## src/rtl/interrupt_context_unit.sv

```systemverilog
// Interrupt context unit: sticky cause latch, SR ownership, context save and PC vectoring.
// Optional INTCTX_COUNT_EN adds irq_count_o, a free-running count of accepted interrupts.
module interrupt_context_unit #(
  parameter int          N_CAUSE   = 23,
  parameter logic [31:0] ISR_BASE  = 32'h0000_0100,
  parameter int          VEC_SHIFT = 5,
  parameter logic [31:0] SR_RESET  = 32'h0000_0000
) (
  input  logic               clk,
  input  logic               rst_n,
  input  logic [N_CAUSE-1:0] ev_i,
  output logic [N_CAUSE-1:0] ca_o,
  output logic [31:0]        sr_o,
  input  logic [N_CAUSE-1:0] mca_i,
  input  logic               jisr_i,
  input  logic [4:0]         il_i,
  input  logic               eret_i,
  input  logic [31:0]        pc_i,
  input  logic               sr_we_i,
  input  logic [31:0]        sr_wdata_i,
  output logic               pc_load_o,
  output logic [31:0]        pc_next_o,
  output logic [31:0]        epc_o,
  output logic [31:0]        esr_o,
  output logic [N_CAUSE-1:0] eca_o,
  output logic [4:0]         eil_o,
  output logic               in_isr_o
`ifdef INTCTX_COUNT_EN
  ,
  output logic [31:0]        irq_count_o
`endif
);

  typedef enum logic [1:0] {
    ST_RUN,
    ST_VECTOR,
    ST_HANDLER,
    ST_RETURN
  } state_t;

  localparam logic [N_CAUSE-1:0] CA_ONE = N_CAUSE'(1);

  state_t             state_q, state_d;
  logic               take_jisr;
  logic               take_eret;
  logic               sr_wr;
  logic [N_CAUSE-1:0] clr;
  logic [31:0]        vec_addr;

  always_comb begin
    state_d   = state_q;
    take_jisr = 1'b0;
    take_eret = 1'b0;
    sr_wr     = 1'b0;
    unique case (state_q)
      ST_RUN: begin
        if (jisr_i) begin
          take_jisr = 1'b1;
          state_d   = ST_VECTOR;
        end else begin
          sr_wr = sr_we_i;
        end
      end
      ST_VECTOR: state_d = ST_HANDLER;
      ST_HANDLER: begin
        if (eret_i) begin
          take_eret = 1'b1;
          state_d   = ST_RETURN;
        end else begin
          sr_wr = sr_we_i;
        end
      end
      ST_RETURN: state_d = ST_RUN;
      default:   state_d = ST_RUN;
    endcase
  end

  // Out-of-range levels shift the one past the top bit, so nothing clears.
  always_comb begin
    clr = '0;
    if (take_jisr) clr = CA_ONE << il_i;
  end

  assign vec_addr = ISR_BASE + ({27'd0, il_i} << VEC_SHIFT);

  always_ff @(posedge clk or negedge rst_n) begin
    if (!rst_n) begin
      state_q   <= ST_RUN;
      ca_o      <= '0;
      sr_o      <= SR_RESET;
      epc_o     <= '0;
      esr_o     <= '0;
      eca_o     <= '0;
      eil_o     <= '0;
      pc_next_o <= '0;
    end else begin
      state_q <= state_d;
      ca_o    <= (ca_o & ~clr) | ev_i;
      if (take_jisr) begin
        epc_o     <= pc_i;
        esr_o     <= sr_o;
        eca_o     <= mca_i;
        eil_o     <= il_i;
        sr_o      <= '0;
        pc_next_o <= vec_addr;
      end else if (take_eret) begin
        sr_o      <= esr_o;
        pc_next_o <= epc_o;
      end else if (sr_wr) begin
        sr_o <= sr_wdata_i;
      end
    end
  end

  assign pc_load_o = (state_q == ST_VECTOR) || (state_q == ST_RETURN);
  assign in_isr_o  = (state_q == ST_VECTOR) || (state_q == ST_HANDLER);

`ifdef INTCTX_COUNT_EN
  always_ff @(posedge clk or negedge rst_n) begin
    if (!rst_n)         irq_count_o <= '0;
    else if (take_jisr) irq_count_o <= irq_count_o + 32'd1;
  end
`endif

endmodule

```

## config.mk

```make
export PLATFORM = sky130hd
export DESIGN_NAME = interrupt_context_unit
export DESIGN_NICKNAME = d
export VERILOG_FILES = /design/src/rtl/interrupt_context_unit.sv
export SDC_FILE = /design/constraint.sdc
export NUM_CORES = 1
export LEC_CHECK = 0
export BUFFER_PORTS_ARGS = -buffer_cell sky130_fd_sc_hd__buf_2
export CAP_MARGIN = 20
export CELL_PAD_IN_SITES_DETAIL_PLACEMENT = 0
export CELL_PAD_IN_SITES_GLOBAL_PLACEMENT = 1
export CORE_MARGIN = 2
export CORE_UTILIZATION = 36
export CTS_CLUSTER_SIZE = 20
export DETAILED_ROUTE_END_ITERATION = 6
export GPL_ROUTABILITY_DRIVEN = 0
export PLACE_DENSITY = 0.91
export SETUP_SLACK_MARGIN = 0.3
export SYNTH_ARGS = -nofsm -noshare
export SYNTH_HDL_FRONTEND = slang
export SYNTH_SLANG_ARGS = --single-unit
```

## constraint.sdc

```tcl
create_clock -name clk -period 1.8 [get_ports clk]
set_clock_uncertainty 0.05 [all_clocks]
set_input_delay 0.18 -clock clk [delete_from_list [all_inputs] [get_ports clk]]
set_output_delay 0.18 -clock clk [all_outputs]
set_load 0.01 [all_outputs]
```

=== Yosys cells after proc, flatten, opt, wreduce, memory -nomap -nowiden ===
Index checks and enable logic that the tools add are counted.

* Mux-type cells: 16
* Equal/unequal tests: 5
* Reduce and logical (&&, ||, !) cells: 6
* Add/subtract/negate cells: 1
* Shift-type cells: 1
* Bitwise gates (word level): 3

{| class="wikitable"
|+ Operators with widths
! operator !! count
|-
| $mux W32 || 5
|-
| $and A23 B23 Y23 || 1
|-
| $mux W23 || 1
|-
| $not A23 Y23 || 1
|-
| $or A23 B23 Y23 || 1
|-
| $shl A1 B5 Y23 const A || 1
|-
| $add A9 B10 Y11 const A || 1
|-
| $pmux W2 S4 || 1
|-
| $mux W1 || 6
|-
| $eq A2 B2 Y1 const B || 2
|-
| $mux W2 || 2
|-
| $ne A2 B2 Y1 const B || 2
|-
| $reduce_bool A3 Y1 || 1
|-
| $eq A2 B1 Y1 const B || 1
|-
| $logic_not A2 Y1 || 1
|-
| $logic_or A1 B1 Y1 || 2
|-
| $pmux W1 S2 || 1
|-
| $reduce_and A2 Y1 || 1
|-
| $reduce_bool A2 Y1 || 1
|}

* Word-level logic and storage cells: 40
* Register bits: 181

=== Longest topological paths before layout ===
Gate-level depths: netlist of the first run.

* Depth in word-level cells: 6
* Mapped depth: 8
* Mapped depth without buffers: 5

=== Worst setup path before layout of the first run ===
OpenSTA, ideal clock, no wires.

* Kind: register to register
* Start point: register state_q[0]
* End point: register sr_o[0]
* Cell stages (with the launch flop): 8
* Data required time: 1.658 ns
* Setup slack: 0.195 ns
* Path buffers: 2
* Period minus slack after synthesis: 1.605 ns
* Data arrival time: 1.463 ns
* Setup time: 0.092 ns
* Cell sequence: dfrtp_1 > inv_1 > ha_1 > o21ai_2 > and2_1 > buf_6 > buf_6 > o31ai_2

* Longest elaborated chain between the ends: 4
* Elaborated cells between the ends (all ways): 8
* Classes of those cells: eq/ne: 1; mux: 5; reduce/logical: 2

{| class="wikitable"
|+ RTL lines
! item !! line !! RTL
|-
| start: declaration || 43 || <nowiki>state_t state_q, state_d;</nowiki>
|-
| start signal: assignment || 97 || <nowiki>state_q <= state_d;</nowiki>
|-
| $eq A2 B2 Y1 || 55 || <nowiki>unique case (state_q)</nowiki>
|-
| $mux W1 || 55 ||
|-
| $mux W32 || 106 || <nowiki>end else if (take_eret) begin</nowiki>
|-
| $mux W32 || 99 || <nowiki>if (take_jisr) begin</nowiki>
|-
| end signal: assignment || 107 || <nowiki>sr_o <= esr_o;</nowiki>
|-
| end signal: assignment || 110 || <nowiki>sr_o <= sr_wdata_i;</nowiki>
|-
| end: declaration || 13 || <nowiki>output logic [31:0] sr_o,</nowiki>
|}

Several ways; a longest one is shown, not always the timed one.
A chain may end at the register's enable or synchronous reset.

=== Worst setup path after layout of the first run ===
* Start point: register state_q[0]
* End point: register sr_o[11]

Same word-level chain as after synthesis.

==> results.sh, run 1 <==
export IMPL_ir_worst_vdd_mv=0.792
export IMPL_remaining_drc_errors=0
export IMPL_clk_latency_ns=0.44
export IMPL_slew_headroom=0.564
export IMPL_antenna_found_initial=1
export IMPL_crit_type="reg -> reg"
export IMPL_netlist_area_um2=7640
export IMPL_grt_overflow=0
export IMPL_die_y_um=150
export IMPL_synth_cells=774
export IMPL_rsz0062_at_grt="true"
export IMPL_nets=1330
export IMPL_met3_length_um=1800
export IMPL_start_kind="flop"
export IMPL_pwr_share_seq=0.313
export IMPL_synthTopCellsByCount="333 x nand2_1, 181 x dfrtp_1, 50 x nand3_1, 36 x mux2i_1, 30 x o31ai_2"
export IMPL_die_area_um2=22400
export IMPL_finalSetupViolCount=0
export IMPL_hp_class="in -> reg"
export IMPL_grt_pass1_wl_um=39400
export IMPL_track_usage=0.228
export IMPL_viasPerCell=5.08
export IMPL_synthXorXnorAreaFrac=0
export IMPL_final_hold_violation_count=0
export IMPL_crit_arrival_ns=1.96
export IMPL_ys_async_sr_fraction=1.00
export IMPL_drive_above_1_share=0.528
export IMPL_row_count=53
export IMPL_drt_met1_wl_um=11800
export IMPL_total_power_uw=22400
export IMPL_clkPwrFrac=0.172
export IMPL_min_period_over_period=0.926
export IMPL_slew_viol_final=0
export IMPL_cts_tree="yes"
export IMPL_crit_path_end_kind="flop"
export IMPL_yosys_area_top_type_share=0.593
export IMPL_post_route_min_period_ns=1.67
export IMPL_leakagePower_uw=0.00686
export IMPL_top_layer_used="met4"
export IMPL_syn_to_final_growth_pct=75.9
export IMPL_ant_nets=0
export IMPL_die_w_um=150
export IMPL_nFillCells=1598
export IMPL_cts_reportedPaths_clkPinSlew_ns=0.08
export IMPL_fmax_ghz=0.600
export IMPL_setup_tns_final_ns=0
export IMPL_required_ns=2.10
export IMPL_core_area_um2=21000
export IMPL_multi_input_area_um2=3960
export IMPL_cts_buffers_inserted=17
export IMPL_clockRootBuffer="clkbuf_16"
export IMPL_start_util=0.365
export IMPL_syn_avg_cell_area_um2=9.87
export IMPL_critPathMaxFanout=7
export IMPL_p_sw_uw=9120
export IMPL_clockBufferDepth=2
export IMPL_yosysTopAreaCell="dfrtp_1"
export IMPL_ys_types=32
export IMPL_ys_seq_area_frac=0.593
export IMPL_wl_um=28800
export IMPL_first_iter_violations=371
export IMPL_port_buffers=300
export IMPL_synthSimpleGateAreaFrac=0.213
export IMPL_synth_top_family_by_area="simple AND/OR/NAND/NOR gates"
export IMPL_dpl_hpwl_um=14800
export IMPL_synth_ff_type="dfrtp_1"
export IMPL_synth_fa_ha_area_frac=0.00819
export IMPL_max_cap_viol_count=0
export IMPL_p_comb_frac=0.515
export IMPL_synth_compound_gate_area_share=0.0992
export IMPL_synth_edf_count=0
export IMPL_yosysWarnings=0
export IMPL_synth_area_leaders="dfrtp_1 59%, nand2_1 16%, o31ai_2 4.9%"
export IMPL_synth_mux_area_frac=0.0486
export IMPL_grt_max_degree=52
export IMPL_ys_ff_latch=181
export IMPL_syn_nets=899
export IMPL_htree_levels=4
export IMPL_status="finished clean"
export IMPL_clock_sinks=181
export IMPL_io_pins=301
export IMPL_internal_power_uw=13200
export IMPL_num_vias=7594
export IMPL_worst_pin_slew_ns=0.653
export IMPL_swShare=0.408
export IMPL_wire_per_inst_um=19.3
export IMPL_p_per_area_nw_per_um2=1660
export IMPL_grt_pass1_vias=7092
export IMPL_synth_most_common_cell="nand2_1"
export IMPL_first_pass_iters=4
export IMPL_wl_met2_um=14400
export IMPL_seqCellArea_um2=4530
export IMPL_final_util=0.642
-- placed cells by master, fill, tap and decap left out, types with 11 or more instances in the layout --
master         Yosys  routed
o31ai_4            0      21
a21oi_2            0      15
o31ai_2           30      11
nand2_1          333     207
dlygate4sd3_1      0      81
nand3_1           50      36
buf_12             0      22
dfrtp_1          181     181
mux2i_2            0      17
a21o_1            23      23
clkbuf_16          0      32
nand2_4            0      51
buf_16             0      21
buf_6              4      14
nand3_2            0      14
buf_2             21     297
nand2_2            1      76
mux2i_1           36      14
-- logic make-up after synthesis --
logic type | count (synthesis)
adders and majority gates | 5
buffers and inverters | 57
DFF | 181
muxes | 37
and+or+nand+nor | 403
AOI/OAI and AO/OA | 91
-- flip-flops by register name (all words and copies together) (netlist names) --
signal / count
eca_o: 23
state_q: 2
ca_o: 23
eil_o: 5
pc_next_o: 32
esr_o: 32
sr_o: 32
epc_o: 32
-- per-stage QoR --
step | std cells | hold slack (ns) | worst slack (ns) | cell area, µm²
after floorplan | 774 | -0.166 | 0.284 | 7690
final | 1494 | 0.0267 | 0.133 | 13400
after detailed placement | 1318 | 0.111 | 0.126 | 9590
after CTS | 1471 | 0.00742 | 0.139 | 12100
after global placement | 1318 | 0.103 | 0.182 | 9590
after global routing | 1494 | 0.0107 | 0.0806 | 13400
-- what timing repair did --
item	4_1_cts	5_1_grt
endpoints found under the hold margin	123	0
setup buffers	18	6
pin swaps	33	163
cloned	22	16
hold buffers	81	0
setup endpoints to repair	147	181
gates resized for setup	71	247
-- worst max-delay path: stages, from the launching register on --
cell	delay, ns
dfrtp_1	0.43
inv_2	0.12
ha_4	0.24
o21ai_4	0.08
and2_4	0.24
buf_16	0.18
o31ai_4	0.24
-- final cells by class --
type / count / area share
timing repair buffer: 462 / 0.298
clock buffer: 18 / 0.0327
sequential: 181 / 0.337
inverter: 5 / 0.00140
multi-input combinational: 538 / 0.294
antenna: 1 / 0.000186
tap: 275 / 0.0256
clock inverter: 14 / 0.0114
-- layer usage --
layer / up-vias / GRT usage
met1: 3777 / 0.301
met5: - / 0
li1: 3433 / -
met3: 55 / 0.0479
met2: 329 / 0.371
met4: 0 / 0.0844
-- worst paths after layout --
path,slack [ns],end,cells past startpoint,from
hold reg to reg,0.43,ca_o[2],1,ca_o[2]
max in group asynchronous,0.88,eil_o[0],3,rst_n
min in group asynchronous,0.19,esr_o[10],2,rst_n
setup reg to reg,0.13,sr_o[11],6,state_q[0]
setup / recovery,0.13,sr_o[11],6,state_q[0]
hold / removal,0.03,eil_o[2],3,il_i[2]
-- power by group through the flow --
| stage | logic, µW | clock network (µW) | registers, µW |
|---|---|---|---|
| 3_5_place_dp | 7300 | 0 | 6850 |
| 4_1_cts | 9580 | 3920 | 6820 |
| 5_1_grt | 12200 | 4090 | 7190 |
| 2_1_floorplan | 3590 | 0 | 7470 |
| 6_report | 11500 | 3850 | 7000 |
| 3_3_place_gp | 7090 | 0 | 6820 |
No activity file was read; power rests on OpenSTA's default activity.
==> run 2: changes to the inputs <==
SLEW_MARGIN = 5   (was not set)
clock period = 1.6 ns   (was 1.8 ns; I/O delays follow)
==> results.sh, run 2 (synthesis results as in run 1) <==
export IMPL_critical_path_slowest_cell="dfrtp_1"
export IMPL_clock_sinks=181
export IMPL_cpLargestDelayFamily="flip-flops"
export IMPL_crit_type="reg -> out"
export IMPL_rr_endpoint="esr_o[21]"
export IMPL_cp_num_cells=4
export IMPL_die_w_um=150
export IMPL_row_count=53
export IMPL_first_pass_iters=5
export IMPL_cts_tree="yes"
export IMPL_slew_headroom=0.687
export IMPL_crit_path_end_kind="output port"
export IMPL_worst_pin_slew_ns=0.470
export IMPL_wl_um=31300
export IMPL_nFillCells=1501
export IMPL_track_usage=0.246
export IMPL_clockRootBuffer="clkbuf_16"
export IMPL_reg2reg_from="state_q[1]"
export IMPL_ir_worst_vdd_mv=0.922
export IMPL_first_iter_violations=316
export IMPL_dpl_hpwl_um=15500
export IMPL_hold_path_end="eil_o[2]"
export IMPL_final_common_cell="buf_2"
export IMPL_clockBufferDepth=2
export IMPL_rsz0062_at_grt="true"
export IMPL_grt_max_degree=48
export IMPL_leakagePower_uw=0.00707
export IMPL_start_util=0.365
export IMPL_critPathMaxFanout=3
export IMPL_layout_common_cells="297 x buf_2, 181 x dfrtp_1, 166 x nand2_1, 105 x nand2_2, 82 x dlygate4sd3_1"
export IMPL_multi_input_area_um2=4150
export IMPL_wire_per_inst_um=20.5
export IMPL_hold_depth=3
export IMPL_nets=1365
export IMPL_max_cap_viol_count=0
export IMPL_num_vias=7831
export IMPL_num_antenna_cells=0
export IMPL_die_y_um=150
export IMPL_failed_checks="setup timing"
export IMPL_path_cells="buf_6, ha_4, or2_4, buf_6"
export IMPL_worst_slack_ns=-0.115
export IMPL_antenna_found_initial=0
export IMPL_die_area_um2=22400
export IMPL_crit_arrival_ns=1.51
export IMPL_remaining_drc_errors=0
export IMPL_critical_path_max_stage_delay_ns=0.44
export IMPL_final_hold_violation_count=0
export IMPL_viasPerCell=5.13
export IMPL_hp_class="in -> reg"
export IMPL_reg2reg_slack_ns=-0.10
export IMPL_required_ns=1.39
export IMPL_critPathBufInv=2
export IMPL_cts_reportedPaths_clkPinSlew_ns=0.07
export IMPL_reg2regPathDepth=9
export IMPL_finalSetupViolCount=131
export IMPL_clk_latency_ns=0.42
export IMPL_min_period_over_period=1.07
export IMPL_grt_pass1_vias=7561
export IMPL_cts_buffers_inserted=17
export IMPL_post_route_min_period_ns=1.72
export IMPL_syn_to_final_growth_pct=83.8
export IMPL_slew_viol_final=0
export IMPL_fmax_ghz=0.583
export IMPL_drive_above_1_share=0.572
export IMPL_grt_pass1_wl_um=42300
export IMPL_status="complete, but fails checks"
export IMPL_core_area_um2=21000
export IMPL_min_from="il_i[2]"
export IMPL_crit_top_cell="buf_6"
export IMPL_io_pins=301
export IMPL_setup_tns_final_ns=-7.41
export IMPL_start_kind="flop"
export IMPL_final_util=0.670
export IMPL_ant_nets=0
export IMPL_htree_levels=4
export IMPL_grt_overflow=0
export IMPL_p_per_area_nw_per_um2=1900
export IMPL_total_power_uw=26700
export IMPL_port_buffers=300
export IMPL_seqCellArea_um2=4530
==> run 2: worst reg2reg max path: stages (launching register included) <==
cell and delay, ns:
dfrtp_1 0.44, inv_2 0.14, ha_4 0.20, buf_6 0.13, nand2_8 0.06, buf_12 0.16
buf_8 0.14, buf_12 0.14, nand2_2 0.08, nand2_2 0.05
==> run 2: layer usage <==
| metal | track usage | part of all wire |
|---|---|---|
| met5 | 0 | 0 |
| met4 | 0.102 | 0.045 |
| met3 | 0.0473 | 0.058 |
| met2 | 0.414 | 0.51 |
| met1 | 0.312 | 0.38 |
==> run 2: layout make-up <==
class,instances,share of cell area
clock inverter,12,0.0101
timing repair buffer,497,0.313
inverter,5,0.00169
clock buffer,20,0.0325
sequential,181,0.322
tap,275,0.0245
multi-input combinational,538,0.296
==> run 2: timing repair <==
action	CTS	global route
resized for setup	106	294
setup buffers	37	13
gates cloned	26	9
endpoints found under the setup margin	182	183
hold buffers	82	0
pin swaps	20	156
hold endpoints to repair	262	0
==> run 2: per-stage QoR <==
stage	setup slack [ns]	hold WS (ns)	instance area [µm²]	std cells
2_1_floorplan	0.148	-0.186	7890	774
3_3_place_gp	-0.0221	0.0260	9710	1329
3_5_place_dp	-0.0467	0.0242	9710	1329
4_1_cts	-0.0773	0.000893	12600	1506
5_1_grt	-0.153	0.0278	14000	1528
6_report	-0.115	0.0413	14000	1528
==> run 2: power breakdown <==
part           internal [µW]  switching (µW)  leakage [µW]  total [µW]
Clock                   2420            1910      0.000282        4330
Sequential              6410            1740       0.00221        8140
Combinational           7030            7220       0.00458       14300
Total                  15900           10900       0.00707       26700
==> run 2: worst max path at each step <==
stage	endpoint	from
global route	pc_load_o	state_q[1]
floorplan	sr_o[0]	state_q[1]
CTS	pc_load_o	state_q[1]
finish	pc_load_o	state_q[1]
global placement	sr_o[17]	state_q[1]
detailed placement	sr_o[17]	state_q[1]
